**src/rtl/display_decode.sv**
```systemverilog
// Loopback monitor for a multiplexed seven-segment bus: synchronizes AN/CA, samples each
// stable digit phase once, and republishes the ones/tens pair with error and stall flags.
module display_decode #(
    parameter int SETTLE_CYC  = 16,
    parameter int TIMEOUT_CYC = 1_000_000
) (
    input  logic       CLK,
    input  logic       RST,
    input  logic [6:0] AN,
    input  logic       CA,
    output logic [3:0] NUM_1S,
    output logic [2:0] NUM_10S,
    output logic       VALID,
    output logic       ERR,
    output logic       STALL
);

    localparam int SW = (SETTLE_CYC > 2) ? $clog2(SETTLE_CYC) : 1;
    localparam int TW = $clog2(TIMEOUT_CYC + 1);
    localparam logic [SW-1:0] STC_MAX = SW'(SETTLE_CYC - 1);
    localparam logic [TW-1:0] TMO_MAX = TW'(TIMEOUT_CYC);
    localparam logic [TW-1:0] TMO_PRE = TW'(TIMEOUT_CYC - 1);

    typedef enum logic [1:0] {
        WAIT_CHG = 2'd0,
        SETTLE   = 2'd1,
        HOLD     = 2'd2
    } state_t;

    // Returns {legal, digit}; anything outside the ten digit glyphs is illegal.
    function automatic logic [4:0] seg_decode(input logic [6:0] seg);
        case (seg)
            7'h3F:   seg_decode = {1'b1, 4'd0};
            7'h06:   seg_decode = {1'b1, 4'd1};
            7'h5B:   seg_decode = {1'b1, 4'd2};
            7'h4F:   seg_decode = {1'b1, 4'd3};
            7'h66:   seg_decode = {1'b1, 4'd4};
            7'h6D:   seg_decode = {1'b1, 4'd5};
            7'h7D:   seg_decode = {1'b1, 4'd6};
            7'h07:   seg_decode = {1'b1, 4'd7};
            7'h7F:   seg_decode = {1'b1, 4'd8};
            7'h6F:   seg_decode = {1'b1, 4'd9};
            default: seg_decode = {1'b0, 4'd0};
        endcase
    endfunction

    logic [6:0]    an_m_q, an_s_q, an_p_q;
    logic          ca_m_q, ca_s_q, ca_p_q;
    logic [SW-1:0] stc_q, stc_d;
    logic          smp_done_q, smp_done_d;
    state_t        state_q, state_d;
    logic [3:0]    sh1_q, sh1_d;
    logic [2:0]    sh10_q, sh10_d;
    logic          f1_q, f1_d, f10_q, f10_d;
    logic [3:0]    num1_q, num1_d;
    logic [2:0]    num10_q, num10_d;
    logic          valid_q, valid_d, err_q, err_d;
    logic [TW-1:0] tmo_q, tmo_d;
    logic          stall_q, stall_d;

    logic          chg_s, ca_edge_s, sample_s, stall_hit_s, legal_s;
    logic [4:0]    dec_s;

    // Two-flop synchronizers plus the previous-value copy used for change detection.
    always_ff @(posedge CLK or negedge RST) begin
        if (!RST) begin
            an_m_q <= 7'd0;
            an_s_q <= 7'd0;
            an_p_q <= 7'd0;
            ca_m_q <= 1'b0;
            ca_s_q <= 1'b0;
            ca_p_q <= 1'b0;
        end else begin
            an_m_q <= AN;
            an_s_q <= an_m_q;
            an_p_q <= an_s_q;
            ca_m_q <= CA;
            ca_s_q <= ca_m_q;
            ca_p_q <= ca_s_q;
        end
    end

    // Stability tracking, sampling, slot bookkeeping and stall detection.
    always_comb begin
        chg_s       = ({ca_s_q, an_s_q} != {ca_p_q, an_p_q});
        ca_edge_s   = (ca_s_q != ca_p_q);
        sample_s    = (state_q == SETTLE) && (stc_q == STC_MAX) && !smp_done_q && !chg_s;
        stall_hit_s = !ca_edge_s && (tmo_q == TMO_PRE);
        dec_s       = seg_decode(an_s_q);
        legal_s     = dec_s[4] && (!ca_s_q || (dec_s[3:0] <= 4'd5));

        stc_d      = stc_q;
        smp_done_d = smp_done_q;
        state_d    = state_q;
        sh1_d      = sh1_q;
        sh10_d     = sh10_q;
        f1_d       = f1_q && !stall_hit_s;
        f10_d      = f10_q && !stall_hit_s;
        num1_d     = num1_q;
        num10_d    = num10_q;
        valid_d    = 1'b0;
        err_d      = 1'b0;
        tmo_d      = tmo_q;
        stall_d    = stall_q;

        if (chg_s) begin
            stc_d      = {SW{1'b0}};
            smp_done_d = 1'b0;
        end else if (stc_q != STC_MAX) begin
            stc_d = stc_q + 1'b1;
        end else begin
            stc_d = stc_q;
        end
        if (sample_s) begin
            smp_done_d = 1'b1;
        end else begin
            smp_done_d = smp_done_d;
        end

        case (state_q)
            WAIT_CHG: state_d = chg_s ? SETTLE : WAIT_CHG;
            SETTLE:   state_d = sample_s ? HOLD : SETTLE;
            HOLD:     state_d = chg_s ? SETTLE : HOLD;
            default:  state_d = SETTLE;
        endcase

        // A pair is published on the legal sample that completes it, including that sample.
        if (sample_s) begin
            if (!legal_s) begin
                err_d = 1'b1;
            end else if (!ca_s_q) begin
                sh1_d = dec_s[3:0];
                f1_d  = 1'b1;
                if (f10_d) begin
                    num1_d  = dec_s[3:0];
                    num10_d = sh10_q;
                    valid_d = 1'b1;
                    f1_d    = 1'b0;
                    f10_d   = 1'b0;
                end else begin
                    valid_d = 1'b0;
                end
            end else begin
                sh10_d = dec_s[2:0];
                f10_d  = 1'b1;
                if (f1_d) begin
                    num1_d  = sh1_q;
                    num10_d = dec_s[2:0];
                    valid_d = 1'b1;
                    f1_d    = 1'b0;
                    f10_d   = 1'b0;
                end else begin
                    valid_d = 1'b0;
                end
            end
        end else begin
            err_d = 1'b0;
        end

        // A CA edge takes priority over a coincident timeout.
        if (ca_edge_s) begin
            tmo_d   = {TW{1'b0}};
            stall_d = 1'b0;
        end else if (tmo_q != TMO_MAX) begin
            tmo_d   = tmo_q + 1'b1;
            stall_d = (tmo_q == TMO_PRE);
        end else begin
            tmo_d   = tmo_q;
            stall_d = 1'b1;
        end
    end

    // Decoder state and registered outputs.
    always_ff @(posedge CLK or negedge RST) begin
        if (!RST) begin
            stc_q      <= {SW{1'b0}};
            smp_done_q <= 1'b0;
            state_q    <= SETTLE;
            sh1_q      <= 4'd0;
            sh10_q     <= 3'd0;
            f1_q       <= 1'b0;
            f10_q      <= 1'b0;
            num1_q     <= 4'd0;
            num10_q    <= 3'd0;
            valid_q    <= 1'b0;
            err_q      <= 1'b0;
            tmo_q      <= {TW{1'b0}};
            stall_q    <= 1'b0;
        end else begin
            stc_q      <= stc_d;
            smp_done_q <= smp_done_d;
            state_q    <= state_d;
            sh1_q      <= sh1_d;
            sh10_q     <= sh10_d;
            f1_q       <= f1_d;
            f10_q      <= f10_d;
            num1_q     <= num1_d;
            num10_q    <= num10_d;
            valid_q    <= valid_d;
            err_q      <= err_d;
            tmo_q      <= tmo_d;
            stall_q    <= stall_d;
        end
    end

    assign NUM_1S  = num1_q;
    assign NUM_10S = num10_q;
    assign VALID   = valid_q;
    assign ERR     = err_q;
    assign STALL   = stall_q;

endmodule

```
**config.mk**
```make
export PLATFORM = sky130hd
export DESIGN_NAME = display_decode
export DESIGN_NICKNAME = d
export VERILOG_FILES = /design/src/rtl/display_decode.sv
export SDC_FILE = /design/constraint.sdc
export NUM_CORES = 1
export LEC_CHECK = 0
export ABC_AREA = 1
export BUFFER_PORTS_ARGS = -buffer_cell sky130_fd_sc_hd__buf_2
export CAP_MARGIN = 20
export CORE_MARGIN = 2
export CORE_UTILIZATION = 45
export DETAILED_ROUTE_END_ITERATION = 7
export MAX_ROUTING_LAYER = met4
export PLACE_DENSITY_LB_ADDON = 0.3
export SLEW_MARGIN = 20
export SYNTH_ARGS = -nofsm -noshare
export SYNTH_HDL_FRONTEND = slang
export SYNTH_SLANG_ARGS = --single-unit
```
**constraint.sdc**
```tcl
create_clock -name CLK -period 4.6 [get_ports CLK]
set_input_delay 0.92 -clock CLK [delete_from_list [all_inputs] [get_ports CLK]]
set_output_delay 0.92 -clock CLK [all_outputs]
set_load 0.02 [all_outputs]
```
==> results.toml <==
[run_status]
status = "complete, no violations"

[critical_path]
worstRegToRegCells = 8
crit_chain = "xnor2_2 -> nand2_2 -> nor2_4 -> nand3_2 -> nor2_4 -> nand2_2 -> nand2_1 -> nand2_1"
crit_type = "reg2reg"
critPathSlowestCell = "xnor2_2"
crit_path_end = "NUM_1S[2]"
worst-r2r-setup-slack_ns = 2.19
cp.arrival_ns = 2.64
cp-startpoint = "ca_s_q"
cp-end-kind = "flop"
cpPeakStageDelay_ns = 0.71
r2r_start = "ca_s_q"
worstPathRequired_ns = 4.83
worstSetupStartpointType = "flop"
r2r_end = "NUM_1S[2]"
cp_max_fo = 19

[synthesis]
synth-seq-cells = 70
synth_nets = 382
synth_top_family_by_area = "simple AND/OR/NAND/NOR gates"
syn-cell-area_sq_um = 3170
synthCells = 369
ys_warn_count = 0
synth_xor_area_share_pct = 3.55
synth_compound_area_share_pct = 8.56
synthDistinctLibCells = 33
synth_fa_ha_area_share_pct = 1.18
synthMuxAreaShare_pct = 0
ys_seq_area_share_pct = 55.2
synth_simple_gate_area_share_pct = 25.9
avgSynthCellArea_sq_um = 8.60

[final_layout]
syn_to_final_growth_pct = 12.7
layout-drive-gt1-share_pct = 13.0
diodes = 0
nets = 409

[clock_network]
cts_buffer_depth = 2
cts_root_buf = "clkbuf_8"
tritoncts = "done"
cts.clk_slew.worst_paths_ns = 0.08
holdBufCountCts = 0
ctsResizeCount = 0
clock-sinks = 70
cts_buffers = 9
htree_levels = 3
clk-insertion-delay-late_ns = 0.33
postCtsSetupBuffers = 0

[pwr]
p_int_uw = 905
clkPwrFrac_pct = 40.7
pwr_density_cell_nw_per_um2 = 333
p_sw_share_pct = 24.0
power.share.combinational_pct = 5.3
ir_drop_uv = 246
p_sw_uw = 285
seqPwrFrac_pct = 54.0
p_leak_nw = 1.73

[run]
maxCapViolations = 0

[place]
dp_worst_setup_slack_ns = 2.15
finalWeightedCongestion = 0.903
io_buffer_count = 19
hpwl_microns = 4040

[route]
via_per_inst = 4.79
drtIter0Drc = 111
antenna_left = 0
drc = 0
dr.pass1.iters = 4
wire_per_inst_microns = 11.0
dr_total_vias = 2381
drt-total-wl_microns = 5480

[floorplanning]
core_sq_um = 6790
die_h_microns = 88.0
core.rowCount = 30
io_pins = 20
dieArea_sq_um = 7740
initial_core_util_pct = 46.7
die_x_microns = 88.0

[global_routing]
grt.total_usage_pct = 16.8
overflow = 0
grt_max_degree = 40
grt_pass1_vias = 2267
grt_first_pass_wirelength_microns = 9850
grt_antenna_before_repair = 0

[worst_hold_path]
hold_class = "reg2reg"

[sta]
rsz0062_at_grt = "no"
setup_viol = 0
maxSlewViolCount = 0
setup_slack_ns = 2.19
hold_viol = 0
finClkSkew_ns = 0.00946
min_period_ns = 2.41
slew_headroom_pct = 46.5
finalSetupTns_ns = 0
fmax_mhz = 415
fin_hold_ws_ns = 0.352
period_share_pct = 52.4
tightest_slew_ns = 0.803
registers in the layout (all words and copies together), names as in the netlist, 2 cells and up:
signal / flops
an_m_q: 7
state_q: 2
NUM_1S: 4
NUM_10S: 3
an_s_q: 7
sh1_q: 4
an_p_q: 7
stc_q: 4
tmo_q: 20
sh10_q: 3
through the flow:
step           cell area, sq um  utilization [%]  instances  total power, mW
2_1_floorplan              3170                -        369            0.693
3_3_place_gp               3380             49.7        481            0.718
3_5_place_dp               3380             49.7        481            0.720
4_1_cts                    3570             52.6        497             1.21
5_1_grt                    3570             52.6        497             1.25
6_report                   3570             52.6        497             1.19
final cells by class:
type / count / area, sq um
Multi-Input combinational cell: 253 / 1240
Clock buffer: 10 / 128
Sequential cell: 70 / 1750
Tap cell: 96 / 120
Inverter: 42 / 158
Timing Repair Buffer: 20 / 103
Clock inverter: 6 / 70.1
Fill cell: 635 / 3220
logic make-up (layout without fill, tap and decap cells):
family / count (synthesis) / after routing
simple gates: 187 / 187
fa+ha+maj: 3 / 3
flops: 70 / 70
buf+inv: 46 / 78
xor+xnor: 12 / 12
compound gates: 51 / 51
worst min path at each step:
stage	startpoint	end	slack [ns]	cells after the start
after floorplan	an_m_q[0]	an_s_q[0]	0.33	0
after global placement	an_m_q[6]	an_s_q[6]	0.33	0
after detailed placement	an_m_q[0]	an_s_q[0]	0.33	0
after CTS	an_m_q[0]	an_s_q[0]	0.35	0
after global routing	an_m_q[6]	an_s_q[6]	0.36	0
final	an_m_q[2]	an_s_q[2]	0.35	0
worst max-delay path: cells and delay by family, from the launching register on:
kind          cells  cell delay [ns]
flops             1             0.55
xor+xnor          1             0.71
simple gates      7             1.03
metal layers:
metal / vias up / share of wire, % / track usage [%]
li1: 1239 / - / -
met1: 1092 / 49 / 22.0
met2: 44 / 46 / 25.5
met3: 6 / 3.7 / 3.68
met4: 0 / 1.0 / 6.99
met5: - / 0 / -
cells in the mapped netlist:
cell | count | area, sq um
o21ai_0 | 27 | 135
nand4_1 | 9 | 56.3
o211ai_1 | 1 | 7.51
nand3_1 | 21 | 105
xnor2_2 | 1 | 16.3
o21ai_2 | 1 | 8.76
nor2_2 | 3 | 18.8
o21a_1 | 1 | 7.51
nand3b_1 | 1 | 7.51
ha_1 | 3 | 37.5
nor2_4 | 2 | 22.5
o21ai_1 | 2 | 10.0
xor2_1 | 3 | 26.3
a31oi_1 | 2 | 12.5
nand3_2 | 2 | 20.0
buf_4 | 1 | 7.51
dfrtp_1 | 69 | 1730
nor2_1 | 44 | 165
dfstp_2 | 1 | 26.3
clkbuf_1 | 3 | 11.3
nor3b_1 | 1 | 7.51
a22oi_1 | 1 | 7.51
inv_1 | 41 | 154
xnor2_1 | 8 | 70.1
nand2_2 | 3 | 18.8
a21oi_1 | 15 | 75.1
o21bai_1 | 1 | 7.51
nand2_1 | 91 | 342
and2_1 | 1 | 6.26
or2_2 | 2 | 12.5
nor3_2 | 1 | 10.0
inv_2 | 1 | 3.75
nor3_1 | 6 | 30.0
power by group through the flow:
stage | combinational (mW) | clock, mW | sequential (mW)
6_report | 0.0631 | 0.484 | 0.643
3_3_place_gp | 0.0630 | 0 | 0.655
3_5_place_dp | 0.0646 | 0 | 0.656
2_1_floorplan | 0.0410 | 0 | 0.652
4_1_cts | 0.0648 | 0.499 | 0.644
5_1_grt | 0.0733 | 0.529 | 0.646
cells in the final DEF (no fill, tap or decap), types with 2 or more instances in the layout:
cell        synthesis  final
clkinvlp_4          0      3
xor2_1              3      3
dfrtp_1            69     69
a21oi_1            15     15
nand3_1            21     21
nor3_1              6      6
xnor2_1             8      8
ha_1                3      3
nand3_2             2      2
o21ai_0            27     27
clkbuf_8            0      9
o21ai_1             2      2
nand4_1             9      9
nor2_1             44     44
inv_6               0      2
a31oi_1             2      2
or2_2               2      2
nor2_4              2      2
nor2_2              3      3
inv_1              41     41
nand2_1            91     91
nand2_2             3      3
buf_2               0     19
Power figures use the tool's default switching activity.
